<file path="config.mk">
export PLATFORM = sky130hd
export DESIGN_NAME = stream_framer
export DESIGN_NICKNAME = d
export VERILOG_FILES = /design/src/rtl/stream_framer_pkg.sv /design/src/rtl/stream_framer_skid.sv /design/src/rtl/stream_framer.sv
export SDC_FILE = /design/constraint.sdc
export NUM_CORES = 1
export LEC_CHECK = 0
export ABC_CLOCK_PERIOD_IN_PS = 4300
export CELL_PAD_IN_SITES_DETAIL_PLACEMENT = 0
export CELL_PAD_IN_SITES_GLOBAL_PLACEMENT = 2
export CORE_MARGIN = 2
export CORE_UTILIZATION = 41
export CTS_BUF_LIST = sky130_fd_sc_hd__clkbuf_4 sky130_fd_sc_hd__clkbuf_8
export DETAILED_ROUTE_END_ITERATION = 8
export PLACE_DENSITY_LB_ADDON = 0.1
export RECOVER_POWER = 50
export SLEW_MARGIN = 0
export SYNTH_ARGS = -nofsm -noshare
export SYNTH_HDL_FRONTEND = slang
export SYNTH_HIERARCHICAL = 1
export SYNTH_SLANG_ARGS = --single-unit
</file>
<file path="constraint.sdc">
create_clock -name clk -period 4.3 [get_ports clk]
set_input_delay 0.43 -clock clk [delete_from_list [all_inputs] [get_ports clk]]
set_output_delay 0.43 -clock clk [all_outputs]
set_load 0.02 [all_outputs]
</file>
<file path="src/rtl/stream_framer_pkg.sv">
// Shared constants for the stream framer and other config-bus clients.
package stream_framer_pkg;

    // Default config-bus decode values shared by every client on the bus
    localparam int unsigned DEF_CONFIG_ID   = 2;
    localparam int unsigned DEF_CONFIG_ADDR = 23;
    localparam int unsigned DEF_CONFIG_DATA = 24;

    // One-hot state bit positions
    localparam int unsigned ST_IDLE    = 0;
    localparam int unsigned ST_CONFIG  = 1;
    localparam int unsigned ST_ACTIVE  = 2;
    localparam int unsigned ST_DONE    = 3;
    localparam int unsigned NUM_STATES = 4;

    typedef enum logic [NUM_STATES-1:0] {
        S_IDLE   = NUM_STATES'(1 << ST_IDLE),
        S_CONFIG = NUM_STATES'(1 << ST_CONFIG),
        S_ACTIVE = NUM_STATES'(1 << ST_ACTIVE),
        S_DONE   = NUM_STATES'(1 << ST_DONE)
    } state_e;

endpackage

</file>
<file path="src/rtl/stream_framer_skid.sv">
// Two-entry skid buffer: registered outputs, ready driven only from local state.
module stream_skid #(
    parameter int unsigned WIDTH = 33
) (
    input  logic             clk,
    input  logic             rst,
    input  logic [WIDTH-1:0] in_data,
    input  logic             in_valid,
    output logic             in_ready,
    output logic [WIDTH-1:0] out_data,
    output logic             out_valid,
    input  logic             out_ready
);

    logic             out_valid_q, out_valid_d;
    logic [WIDTH-1:0] out_data_q, out_data_d;
    logic             skid_valid_q, skid_valid_d;
    logic [WIDTH-1:0] skid_data_q, skid_data_d;
    logic             in_fire_c;
    logic             out_free_c;

    assign in_ready  = ~skid_valid_q;
    assign out_valid = out_valid_q;
    assign out_data  = out_data_q;

    // Next-state: drain skid first, else pass input to output or park it in skid
    always_comb begin
        out_valid_d  = out_valid_q;
        out_data_d   = out_data_q;
        skid_valid_d = skid_valid_q;
        skid_data_d  = skid_data_q;
        in_fire_c    = in_valid & ~skid_valid_q;
        out_free_c   = ~out_valid_q | out_ready;

        if (skid_valid_q) begin
            if (out_ready) begin
                out_data_d   = skid_data_q;
                out_valid_d  = 1'b1;
                skid_valid_d = 1'b0;
            end
        end else if (in_fire_c) begin
            if (out_free_c) begin
                out_data_d  = in_data;
                out_valid_d = 1'b1;
            end else begin
                skid_data_d  = in_data;
                skid_valid_d = 1'b1;
            end
        end else if (out_ready) begin
            out_valid_d = 1'b0;
        end
    end

    // Buffer registers; reset empties both entries
    always_ff @(posedge clk or negedge rst) begin
        if (!rst) begin
            out_valid_q  <= 1'b0;
            out_data_q   <= '0;
            skid_valid_q <= 1'b0;
            skid_data_q  <= '0;
        end else begin
            out_valid_q  <= out_valid_d;
            out_data_q   <= out_data_d;
            skid_valid_q <= skid_valid_d;
            skid_data_q  <= skid_data_d;
        end
    end

endmodule

</file>
<file path="src/rtl/stream_framer.sv">
// Config-bus programmed framer: passes a fixed number of words and tags the last.
module stream_framer
    import stream_framer_pkg::*;
#(
    parameter int unsigned CONFIG_ID     = DEF_CONFIG_ID,
    parameter int unsigned CONFIG_ADDR   = DEF_CONFIG_ADDR,
    parameter int unsigned CONFIG_DATA   = DEF_CONFIG_DATA,
    parameter int unsigned CONFIG_AWIDTH = 5,
    parameter int unsigned CONFIG_DWIDTH = 32,
    parameter int unsigned DATA_WIDTH    = 32
) (
    input  logic                     clk,
    input  logic                     rst,
    input  logic [CONFIG_AWIDTH-1:0] cfg_addr,
    input  logic [CONFIG_DWIDTH-1:0] cfg_data,
    input  logic                     cfg_valid,
    input  logic [DATA_WIDTH-1:0]    up_data,
    input  logic                     up_valid,
    output logic                     up_ready,
    output logic [DATA_WIDTH-1:0]    dn_data,
    output logic                     dn_valid,
    output logic                     dn_last,
    input  logic                     dn_ready,
    output logic                     done
);

    localparam int unsigned SKID_W = DATA_WIDTH + 1;

    logic [CONFIG_AWIDTH-1:0] cfg_addr_q;
    logic [CONFIG_DWIDTH-1:0] cfg_data_q;
    logic                     cfg_valid_q;

    state_e                   state_q, state_d;
    logic [CONFIG_DWIDTH-1:0] len_q, len_d;
    logic [CONFIG_DWIDTH-1:0] cnt_q, cnt_d;
    logic                     done_q, done_d;

    logic                     skid_in_ready;
    logic                     skid_out_valid;
    logic [SKID_W-1:0]        skid_out_data;

    logic                     id_hit_c;
    logic                     len_hit_c;
    logic                     up_fire_c;
    logic                     word_last_c;
    logic                     dn_fire_last_c;

    // Config bus is sampled once before any decode
    always_ff @(posedge clk or negedge rst) begin
        if (!rst) begin
            cfg_addr_q  <= '0;
            cfg_data_q  <= '0;
            cfg_valid_q <= 1'b0;
        end else begin
            cfg_addr_q  <= cfg_addr;
            cfg_data_q  <= cfg_data;
            cfg_valid_q <= cfg_valid;
        end
    end

    assign id_hit_c  = cfg_valid_q && (cfg_addr_q == CONFIG_AWIDTH'(CONFIG_ADDR))
                                   && (cfg_data_q == CONFIG_DWIDTH'(CONFIG_ID));
    assign len_hit_c = cfg_valid_q && (cfg_addr_q == CONFIG_AWIDTH'(CONFIG_DATA));

    assign up_ready       = state_q[ST_ACTIVE] & skid_in_ready;
    assign up_fire_c      = up_valid & up_ready;
    assign word_last_c    = (cnt_q == len_q - CONFIG_DWIDTH'(1));
    assign dn_fire_last_c = skid_out_valid & dn_ready & skid_out_data[SKID_W-1];

    // Frame sequencing: config handshake, word counting, completion pulse
    always_comb begin
        state_d = state_q;
        len_d   = len_q;
        cnt_d   = cnt_q;
        done_d  = 1'b0;

        unique case (state_q)
            S_IDLE: begin
                if (id_hit_c) state_d = S_CONFIG;
            end
            S_CONFIG: begin
                if (len_hit_c) begin
                    len_d   = cfg_data_q;
                    cnt_d   = '0;
                    state_d = (cfg_data_q == '0) ? S_IDLE : S_ACTIVE;
                end
            end
            S_ACTIVE: begin
                if (up_fire_c) begin
                    cnt_d = cnt_q + CONFIG_DWIDTH'(1);
                    if (word_last_c) state_d = S_DONE;
                end
            end
            S_DONE: begin
                if (dn_fire_last_c) begin
                    state_d = S_IDLE;
                    done_d  = 1'b1;
                end
            end
            default: state_d = S_IDLE;
        endcase
    end

    // Control registers
    always_ff @(posedge clk or negedge rst) begin
        if (!rst) begin
            state_q <= S_IDLE;
            len_q   <= '0;
            cnt_q   <= '0;
            done_q  <= 1'b0;
        end else begin
            state_q <= state_d;
            len_q   <= len_d;
            cnt_q   <= cnt_d;
            done_q  <= done_d;
        end
    end

    stream_skid #(
        .WIDTH (SKID_W)
    ) u_skid (
        .clk       (clk),
        .rst       (rst),
        .in_data   ({word_last_c, up_data}),
        .in_valid  (up_fire_c),
        .in_ready  (skid_in_ready),
        .out_data  (skid_out_data),
        .out_valid (skid_out_valid),
        .out_ready (dn_ready)
    );

    assign dn_valid = skid_out_valid;
    assign dn_last  = skid_out_data[SKID_W-1];
    assign dn_data  = skid_out_data[DATA_WIDTH-1:0];
    assign done     = done_q;

endmodule

</file>
### Word level (Yosys, flattened, before mapping)

Cells that the tools add are included.
W data, S select, Z words.

* register bits after elaboration: 175
* input bits: 74
* output and inout port bits: 36
* logic and storage cells: 76

* $add $sub $neg: 2
* equal/unequal tests: 15
* multiplexer cells: 25
* bitwise logic cells: 9
* reductions and logical operators: 14

Operators by type and width (count)
* $mux W33: 4
* $mux W32: 2
* $pmux W32 S2: 1
* $add A32 B1 Y32 const B: 1
* $eq A32 B2 Y1 const B: 1
* $eq A32 B32 Y1: 1
* $logic_not A32 Y1: 1
* $sub A32 B1 Y32 const B: 1
* $mux W4: 5
* $pmux W4 S4: 1
* $reduce_and A3 Y1: 4
* $mux W1: 11
* $eq A5 B5 Y1 const B: 2
* $ne A2 B2 Y1 const B: 5
* $reduce_bool A2 Y1: 4
* $and A1 B1 Y1: 5
* $reduce_and A5 Y1: 1
* $eq A4 B1 Y1 const B: 1
* $eq A4 B2 Y1 const B: 1
* $eq A4 B3 Y1 const B: 1
* $eq A4 B4 Y1 const B: 1
* $logic_and A1 B1 Y1: 3
* $mux W3: 1
* $ne A3 B2 Y1 const B: 1
* other kinds (4): 6

### Longest topological paths before layout

Gate-level depths: netlist of run 1.

* word-level depth: 6
* mapped depth: 11
* mapped depth without buffers: 11

### Hierarchy

The synthesis of run 1 kept the hierarchy.

By module, submodules not included
* stream_framer: instances 1, cells an instance 569, area an instance 5449.0 um^2, seq. area each 2678.8 um^2
* stream_skid: instances 1, cells an instance 187, area an instance 2990.4 um^2, seq. area each 1701.6 um^2

### Worst setup path before layout of run 1

No wires, ideal clock.

* kind: register to register
* from: reg len_q[0]
* to: reg u_skid.out_data_q[32], in the netlist u_skid/out_data[32]
* setup time: 0.065 ns
* arrival time: 2.837 ns
* required time: 4.235 ns
* path slack: 1.398 ns
* cell stages (with the launch flop): 11
* path buffers: 0
* period minus slack after synthesis: 2.902 ns
* path through: dfrtp_1 > inv_1 > ha_1 > or4b_2 > nor4_1 > xnor2_1 > o21ai_0 > or4b_1 > nor4_2 > mux2_2 > mux2_2

* word-level cells in the longest chain between the ends: 5

Ends and longest elaborated chain
* from (decl): line stream_framer.sv:34 `logic [CONFIG_DWIDTH-1:0] len_q, len_d;`
* from (signal assigned): line stream_framer.sv:113 `len_q <= len_d;`
* $sub A32 B1 Y32: line stream_framer.sv:67 `assign word_last_c = (cnt_q == len_q - CONFIG_DWIDTH'(1));`
* $eq A32 B32 Y1: line stream_framer.sv:67
* via word_last_c: line stream_framer.sv:45 `logic word_last_c;`
* $mux W33: line stream_framer_skid.sv:42 `if (out_free_c) begin`
* $mux W33: line stream_framer_skid.sv:41 `end else if (in_fire_c) begin`
* $mux W33: line stream_framer_skid.sv:35 `if (skid_valid_q) begin`
* to (signal assigned): line stream_framer_skid.sv:63 `out_data_q <= out_data_d;`
* to (decl): line stream_framer_skid.sv:16 `logic [WIDTH-1:0] out_data_q, out_data_d;`

The timed path passes the listed nets, and every way through them passes these cells. The select of a mux whose other input is x is not followed.
A chain may end at the register's enable or synchronous reset.

### Final worst setup path of run 1

Same ends and word-level chain as after synthesis.

==> Implementation_results.wiki, run 1 <==
{| class="wikitable"
! Metric !! Value
|-
| Final Setup Violations || 0
|-
| Pin count of the biggest net entering global routing || 100
|-
| Worst-case hold slack || 0.466 ns
|-
| Total of hold buffers inserted after clock tree synthesis || 0
|-
| Total leakage power || 4.56 nW
|-
| Top-level I/O count || 110
|-
| Die boundary height || 147 um
|-
| Total number of yosys warnings || 6
|-
| Worst Path Required || 4.71 ns
|-
| Number of placement rows || 52
|-
| Worst clock skew on the final layout || 0.0176 ns
|-
| First-pass GRT wire length || 32600 um
|-
| Total negative slack for setup checks || 0 ns
|-
| Count of flip-flops with a built-in enable after synthesis || 0
|-
| Routed length per placed instance || 17.3 um
|-
| Number of antenna violations at the first check in global routing || 1
|-
| Skew-Pair Late Insertion Delay || 0.47 ns
|-
| Count of input and output buffers || 109
|-
| Die area || 0.0217 mm^2
|-
| Antenna viol nets, final || 0
|-
| Element type at the critical path end || flop
|-
| Minimum clock period || 3.36 ns
|-
| Number of buffers inserted during clock tree synthesis || 17
|-
| Clock edge transition at the registers on the reported setup and hold paths || 0.11 ns
|-
| HP Class || reg2reg
|-
| Number of global-route vias before repair || 6305
|-
| Peak fanout along the critical path || 6
|-
| First-pass DRT Iterations || 4
|-
| Clock tree from TritonCTS || done
|-
| Final hold viol count || 0
|-
| Slew of the pin with the lowest slew margin || 2.46 ns
|-
| Total GRT Usage || 19.1%
|-
| Number of max-slew violations in the final report || 100
|-
| Total via count after detailed routing || 5979
|-
| Number of gates resized after cts || 0
|-
| Mean instance size in the synthesized netlist || 11.2 um^2
|-
| # Max-Cap Violations || 1
|-
| Final HPWL from detailed placement || 14400 um
|-
| Via-to-Cell Ratio || 5.23
|-
| Post-CTS setup repair buffer count || 0
|-
| Filler-free cell count of the finished design || 1143
|-
| Synthesized Nets || 832
|-
| Worst Min Path Start || cfg_data_q[30]$_DFF_PN0_
|-
| Post-route total power || 3.14 mW
|-
| CORE AREA || 0.0202 mm^2
|-
| Remaining global-route overflow || 0
|-
| Area of the mapped netlist || 0.00844 mm^2
|-
| Kind of start point of the critical path || flop
|-
| Iteration-0 DRC Markers || 299
|-
| Number of storage elements in the synthesis netlist || 175
|-
| Placed insts || 1110
|-
| Die span in x || 147 um
|-
| Clk Tree Root Cell || sky130_fd_sc_hd__clkbuf_8
|-
| Share of post-route cells with drive strength above 1 || 18.8%
|-
| P&R area growth vs syn || 19.8%
|-
| Share of the clock period used by the worst path || 78.1%
|-
| Arrival time at the worst endpoint || 3.77 ns
|-
| Unique cell type count in the Yosys netlist || 71
|-
| Unrepaired setup endpoints after global routing || no
|-
| Async set or reset register ratio after synthesis || 100%
|-
| Clock Sink Count || 175
|-
| Synthesized instance count || 756
|-
| Sequential cell area fraction in the yosys report || 51.9%
|-
| Relative max-transition margin || -64.0%
|-
| Worst-case vdd ir drop || 0.000208 V
|-
| Outcome || finished with violations
|-
| Worst setup slack before clock tree synthesis || 0.975 ns
|-
| Top FF cell, synth || sky130_fd_sc_hd__dfrtp_1
|-
| Placer Congestion || 0.851
|-
| Clock buffer depth || 2
|-
| DRC Markers || 0
|-
| Worst setup path start || len_q[0]$_DFFE_PN0P_
|-
| Final nets || 935
|-
| Startpoint-to-endpoint class of the critical path || reg2reg
|-
| Total wirelength of the detailed-routed design || 19800 um
|-
| Startpoint of the most critical register-to-register path || len_q[0]$_DFFE_PN0P_
|-
| Worst reg2reg setup slack || 0.94 ns
|-
| Initial standard-cell utilization of the core || 41.7%
|-
| Maximum clock frequency || 298 MHz
|-
| CTS HTree Levels || 4
|-
| Violations in the final reports || capacitance limit, slew limit
|-
| Power density normalized to cell area || 311 mW/mm^2
|-
| Setup slack after layout || 0.942 ns
|}
## metal layers
| metal | global-route usage [%] | wire (um) | up-vias | share of wire [%] |
|---|---|---|---|---|
| met3 | 4.63 | 914 | 26 | 4.6 |
| met5 | 0 | 0 | - | 0 |
| met1 | 24.2 | 8790 | 2986 | 44 |
| met2 | 31.8 | 9710 | 109 | 49 |
| li1 | - | - | 2858 | - |
| met4 | 7.26 | 386 | 0 | 1.9 |
## cells in the final DEF, fill, tap and decap left out, types with 3 or more instances in the layout
cell type	synthesis	routed
sky130_fd_sc_hd__xor2_1	31	31
sky130_fd_sc_hd__clkdlybuf4s50_1	0	70
sky130_fd_sc_hd__xnor2_1	31	31
sky130_fd_sc_hd__nor2_1	55	55
sky130_fd_sc_hd__nand4_1	18	18
sky130_fd_sc_hd__clkbuf_8	0	19
sky130_fd_sc_hd__and4_1	6	6
sky130_fd_sc_hd__clkinv_4	0	5
sky130_fd_sc_hd__nor2b_1	7	6
sky130_fd_sc_hd__a21oi_1	14	14
sky130_fd_sc_hd__o22a_1	3	3
sky130_fd_sc_hd__or3_1	7	7
sky130_fd_sc_hd__clkinv_8	0	3
sky130_fd_sc_hd__o22ai_1	3	3
sky130_fd_sc_hd__or4_1	3	3
sky130_fd_sc_hd__dlygate4sd3_1	0	38
sky130_fd_sc_hd__mux2_2	97	97
sky130_fd_sc_hd__mux2i_1	4	4
sky130_fd_sc_hd__inv_1	12	12
sky130_fd_sc_hd__nand2_1	112	112
sky130_fd_sc_hd__buf_4	2	6
sky130_fd_sc_hd__nand3b_1	6	6
sky130_fd_sc_hd__o21ai_0	13	13
sky130_fd_sc_hd__nand2b_1	4	4
sky130_fd_sc_hd__or2_2	4	4
sky130_fd_sc_hd__and2_1	3	3
sky130_fd_sc_hd__dfrtp_1	174	174
sky130_fd_sc_hd__inv_8	0	3
sky130_fd_sc_hd__and3_1	6	6
sky130_fd_sc_hd__nand3_1	20	20
sky130_fd_sc_hd__nor3_1	16	16
sky130_fd_sc_hd__nor4_2	3	3
sky130_fd_sc_hd__nor4_1	17	17
## path summary, 6_finish.rpt
kind	to	cells past startpoint
max	u_skid/out_data[32]$_DFFE_PN0P_	10
min	len_q[30]$_DFFE_PN0P_	2
max reg2reg	u_skid/out_data[32]$_DFFE_PN0P_	10
min reg2reg	len_q[30]$_DFFE_PN0P_	2
max in group asynchronous	state_q[1]$_DFFE_PN0P_	2
min in group asynchronous	cnt_q[11]$_DFFE_PN0P_	1
## worst max-delay path, cell delays in order (launching register included)
cell	delay (ns)
sky130_fd_sc_hd__dfrtp_1	0.44
sky130_fd_sc_hd__inv_1	0.09
sky130_fd_sc_hd__ha_1	0.22
sky130_fd_sc_hd__or4b_2	0.67
sky130_fd_sc_hd__nor4_1	0.32
sky130_fd_sc_hd__xnor2_1	0.18
sky130_fd_sc_hd__o21ai_0	0.10
sky130_fd_sc_hd__or4b_1	0.55
sky130_fd_sc_hd__nor4_2	0.38
sky130_fd_sc_hd__mux2_2	0.22
sky130_fd_sc_hd__mux2_2	0.13
## cells by family (layout without fill, tap and decap cells)
logic type	count (synthesis)	count (layout)	share of synthesized area [%]
multiplexers	103	103	13.7
flip-flops	175	175	51.9
AND/OR/NAND/NOR	309	309	19.2
other	0	1	0
adder cells (fa/ha/maj)	2	2	0.296
XOR/XNOR	62	62	6.43
AO/OA/AOI/OAI	60	60	5.28
buffers and inverters	45	161	3.16
## layout make-up
type / count / area, um^2
Fill cell: 1859 / 10100
Antenna cell: 1 / 2.50
Clock inverter: 13 / 144
Inverter: 12 / 45.0
Timing Repair Buffer: 117 / 1140
Clock buffer: 19 / 262
Sequential cell: 175 / 4380
Multi-Input combinational cell: 536 / 3800
Tap cell: 270 / 338
## through the flow
step,utilization [%],area (um^2)
after floorplan,-,8440
after global placement,48.1,9730
after detailed placement,48.1,9730
after CTS,50.1,10100
after global routing,50.0,10100
final,50.0,10100
## Yosys cell counts (12+ instances only)
cell type	number	area share (%)
sky130_fd_sc_hd__nand4_1	18	1.3
sky130_fd_sc_hd__o21ai_0	13	0.77
sky130_fd_sc_hd__clkbuf_1	14	0.62
sky130_fd_sc_hd__xnor2_1	31	3.2
sky130_fd_sc_hd__nor4_1	17	1.3
sky130_fd_sc_hd__nand3_1	20	1.2
sky130_fd_sc_hd__xor2_1	31	3.2
sky130_fd_sc_hd__nor3_1	16	0.95
sky130_fd_sc_hd__inv_1	12	0.53
sky130_fd_sc_hd__nor2_1	55	2.4
sky130_fd_sc_hd__dfrtp_1	174	52
sky130_fd_sc_hd__nand2_1	112	5.0
sky130_fd_sc_hd__mux2_2	97	13
sky130_fd_sc_hd__a21oi_1	14	0.83
## sequential cells by signal (all words and copies together) (netlist names)
signal	cells
u_skid/skid_data_q	33
cfg_data_q	32
state_q	4
cnt_q	32
u_skid/skid_valid_q	1
cfg_valid_q	1
cfg_addr_q	5
done	1
len_q	32
u_skid/out_valid	1
u_skid/out_data	33
## power by group
group	leakage, nW	switching, mW	total (mW)	internal [mW]
Sequential	2.30	0.0302	1.73	1.70
Combinational	2.05	0.116	0.260	0.144
Clock	0.205	0.689	1.15	0.465
Total	4.56	0.835	3.14	2.30
(Power assumes the default switching activity.)
==> inputs of run 2 (changes only) <==
--- a/config.mk
+++ b/config.mk
@@ -5,11 +5,11 @@
 export SDC_FILE = /design/constraint.sdc
 export NUM_CORES = 1
 export LEC_CHECK = 0
-export ABC_CLOCK_PERIOD_IN_PS = 4300
+export ABC_CLOCK_PERIOD_IN_PS = 2790
 export CELL_PAD_IN_SITES_DETAIL_PLACEMENT = 0
 export CELL_PAD_IN_SITES_GLOBAL_PLACEMENT = 2
 export CORE_MARGIN = 2
-export CORE_UTILIZATION = 41
+export CORE_UTILIZATION = 34
 export CTS_BUF_LIST = sky130_fd_sc_hd__clkbuf_4 sky130_fd_sc_hd__clkbuf_8
 export DETAILED_ROUTE_END_ITERATION = 8
 export PLACE_DENSITY_LB_ADDON = 0.1
==> constraint.sdc (replaced) <==
create_clock -name clk -period 2.79 [get_ports clk]
set_input_delay 0.279 -clock clk [delete_from_list [all_inputs] [get_ports clk]]
set_output_delay 0.279 -clock clk [all_outputs]
set_load 0.02 [all_outputs]
==> Implementation_results.wiki, run 2 (synthesis results as in run 1) <==
{| class="wikitable"
! Metric !! Value
|-
| Worst-case vdd ir drop || 0.000307 V
|-
| Worst clock skew on the final layout || 0.0229 ns
|-
| CORE AREA || 0.0243 mm^2
|-
| Die area || 0.0261 mm^2
|-
| Pin count of the biggest net entering global routing || 62
|-
| First-pass GRT wire length || 35800 um
|-
| Worst setup slack before clock tree synthesis || -0.280 ns
|-
| Share of post-route cells with drive strength above 1 || 26.3%
|-
| Commonest cells after routing, fill and taps aside || sky130_fd_sc_hd__dfrtp_1 (173), sky130_fd_sc_hd__nand2_1 (112), sky130_fd_sc_hd__mux2_2 (95), sky130_fd_sc_hd__clkdlybuf4s50_1 (70), sky130_fd_sc_hd__buf_4 (63)
|-
| Clock tree from TritonCTS || done
|-
| Most common cell after layout, fill and taps aside || sky130_fd_sc_hd__dfrtp_1
|-
| Number of global-route vias before repair || 6774
|-
| Minimum clock period || 2.82 ns
|-
| Clock buffer depth || 2
|-
| Post-route total power || 4.80 mW
|-
| Final hold viol count || 0
|-
| Filler-free cell count of the finished design || 1260
|-
| Kind of start point of the critical path || flop
|-
| Clock Sink Count || 175
|-
| Placer Congestion || 0.845
|-
| Clock edge transition at the registers on the reported setup and hold paths || 0.10 ns
|-
| P&R area growth vs syn || 28.3%
|-
| Worst-case hold slack || 0.359 ns
|-
| Iteration-0 DRC Markers || 222
|-
| Peak fanout along the critical path || 5
|-
| Routed length per placed instance || 17.1 um
|-
| Final nets || 998
|-
| Final cell utilization of the core || 44.5%
|-
| Total GRT Usage || 17.4%
|-
| Setup slack after layout || -0.0273 ns
|-
| Antenna viol nets, final || 0
|-
| Final Setup Violations || 1
|-
| # Max-Cap Violations || 1
|-
| Logic depth of the worst register-to-register path || 9
|-
| First-pass DRT Iterations || 4
|-
| Number of buffers inserted during clock tree synthesis || 17
|-
| Relative max-transition margin || -6.60%
|-
| Number of max-slew violations in the final report || 62
|-
| Violations in the final reports || capacitance limit, slew limit, setup timing
|-
| Element type at the critical path end || flop
|-
| Hold Crit Endpoint || cfg_data_q[10]$_DFF_PN0_
|-
| Total leakage power || 4.93 nW
|-
| Placed insts || 1221
|-
| Top-level I/O count || 110
|-
| Maximum clock frequency || 355 MHz
|-
| Worst Min Path Start || cfg_data[10]
|-
| Total via count after detailed routing || 6208
|-
| Via-to-Cell Ratio || 4.93
|-
| Final HPWL from detailed placement || 16000 um
|-
| Filler instances || 2300
|-
| Die span in x || 162 um
|-
| Slew of the pin with the lowest slew margin || 1.60 ns
|-
| Clk Tree Root Cell || sky130_fd_sc_hd__clkbuf_8
|-
| Endpoint of the lowest-slack register-to-register path || u_skid/out_data[32]$_DFFE_PN0P_
|-
| HP Class || in2reg
|-
| Number of placement rows || 57
|-
| Skew-Pair Late Insertion Delay || 0.47 ns
|-
| Die boundary height || 162 um
|-
| Unrepaired setup endpoints after global routing || yes
|-
| Worst Path Required || 3.18 ns
|-
| Power density normalized to cell area || 444 mW/mm^2
|-
| Worst reg2reg setup slack || -0.03 ns
|-
| Count of input and output buffers || 109
|-
| Startpoint of the most critical register-to-register path || len_q[0]$_DFFE_PN0P_
|-
| Startpoint-to-endpoint class of the critical path || reg2reg
|-
| Remaining global-route overflow || 0
|-
| Arrival time at the worst endpoint || 3.21 ns
|-
| Total wirelength of the detailed-routed design || 21500 um
|-
| Number of antenna violations at the first check in global routing || 2
|-
| Initial standard-cell utilization of the core || 34.7%
|-
| Outcome || finished with violations
|-
| Share of the clock period used by the worst path || 101%
|-
| Min-Delay Path Depth || 1
|-
| CTS HTree Levels || 4
|-
| DRC Markers || 0
|}
==> run 2: stage by stage <==
| step | setup TNS (ns) | instance area (um^2) |
|---|---|---|
| after floorplan | 0 | 8450 |
| after global placement | -0.226 | 10300 |
| after detailed placement | -0.557 | 10300 |
| after CTS | -0.0725 | 10800 |
| after global routing | -0.171 | 10800 |
| final | -0.0273 | 10800 |
==> run 2: worst max path at each step <==
stage / start / to / slack (ns) / cells past startpoint
2_1_floorplan: len_q[0]$_DFFE_PN0P_ / u_skid/out_data[32]$_DFFE_PN0P_ / 0.0005 / 10
3_3_place_gp: len_q[0]$_DFFE_PN0P_ / u_skid/out_data[32]$_DFFE_PN0P_ / -0.16 / 10
3_5_place_dp: len_q[0]$_DFFE_PN0P_ / u_skid/out_data[32]$_DFFE_PN0P_ / -0.28 / 10
4_1_cts: len_q[1]$_DFFE_PN0P_ / u_skid/out_data[32]$_DFFE_PN0P_ / -0.07 / 10
5_1_grt: len_q[4]$_DFFE_PN0P_ / u_skid/out_data[32]$_DFFE_PN0P_ / -0.15 / 8
6_report: len_q[0]$_DFFE_PN0P_ / u_skid/out_data[32]$_DFFE_PN0P_ / -0.03 / 9
==> run 2: area by class of cell <==
type / instances / area, um^2 / area share [%]
diodes: 2 / 5.00 / 0.0462
inverters: 12 / 45.0 / 0.416
clock inverters: 14 / 150 / 1.39
well taps: 324 / 405 / 3.74
clock buffers: 17 / 234 / 2.16
repair buffers: 180 / 1640 / 15.2
multi-input cells: 536 / 3970 / 36.6
flip-flops and latches: 175 / 4380 / 40.5
==> run 2: power breakdown <==
group,total (mW),switching [mW],internal (mW),leakage (nW)
logic,0.404,0.180,0.224,2.44
clock network,1.74,1.08,0.664,0.193
registers,2.66,0.0457,2.61,2.30
==> run 2: critical path, stage by stage, from the launching register on <==
cell and delay (ns):
sky130_fd_sc_hd__dfrtp_1 0.41, sky130_fd_sc_hd__or4_4 0.56, sky130_fd_sc_hd__buf_6 0.16, sky130_fd_sc_hd__nor4_4 0.29, sky130_fd_sc_hd__xnor2_2 0.15, sky130_fd_sc_hd__nand2_1 0.07
sky130_fd_sc_hd__or4b_4 0.54, sky130_fd_sc_hd__nor4_4 0.25, sky130_fd_sc_hd__mux2_4 0.19, sky130_fd_sc_hd__mux2_4 0.13
==> run 2: what timing repair did <==
item,CTS,global route
buffers inserted,4,1
setup endpoints to repair,5,5
hold buffers,1,0
pin swaps,8,11
endpoints found under the hold margin,57,0
gates resized for setup,20,11
==> run 2: routing by layer <==
layer  track usage (%)  routed length [um]  up-vias
met1              22.1                9740     3103
met5                 0                   0        -
met4              4.95                 296        0
met2              29.6               10600      100
li1                  -                   -     2987
met3              4.16                 846       18
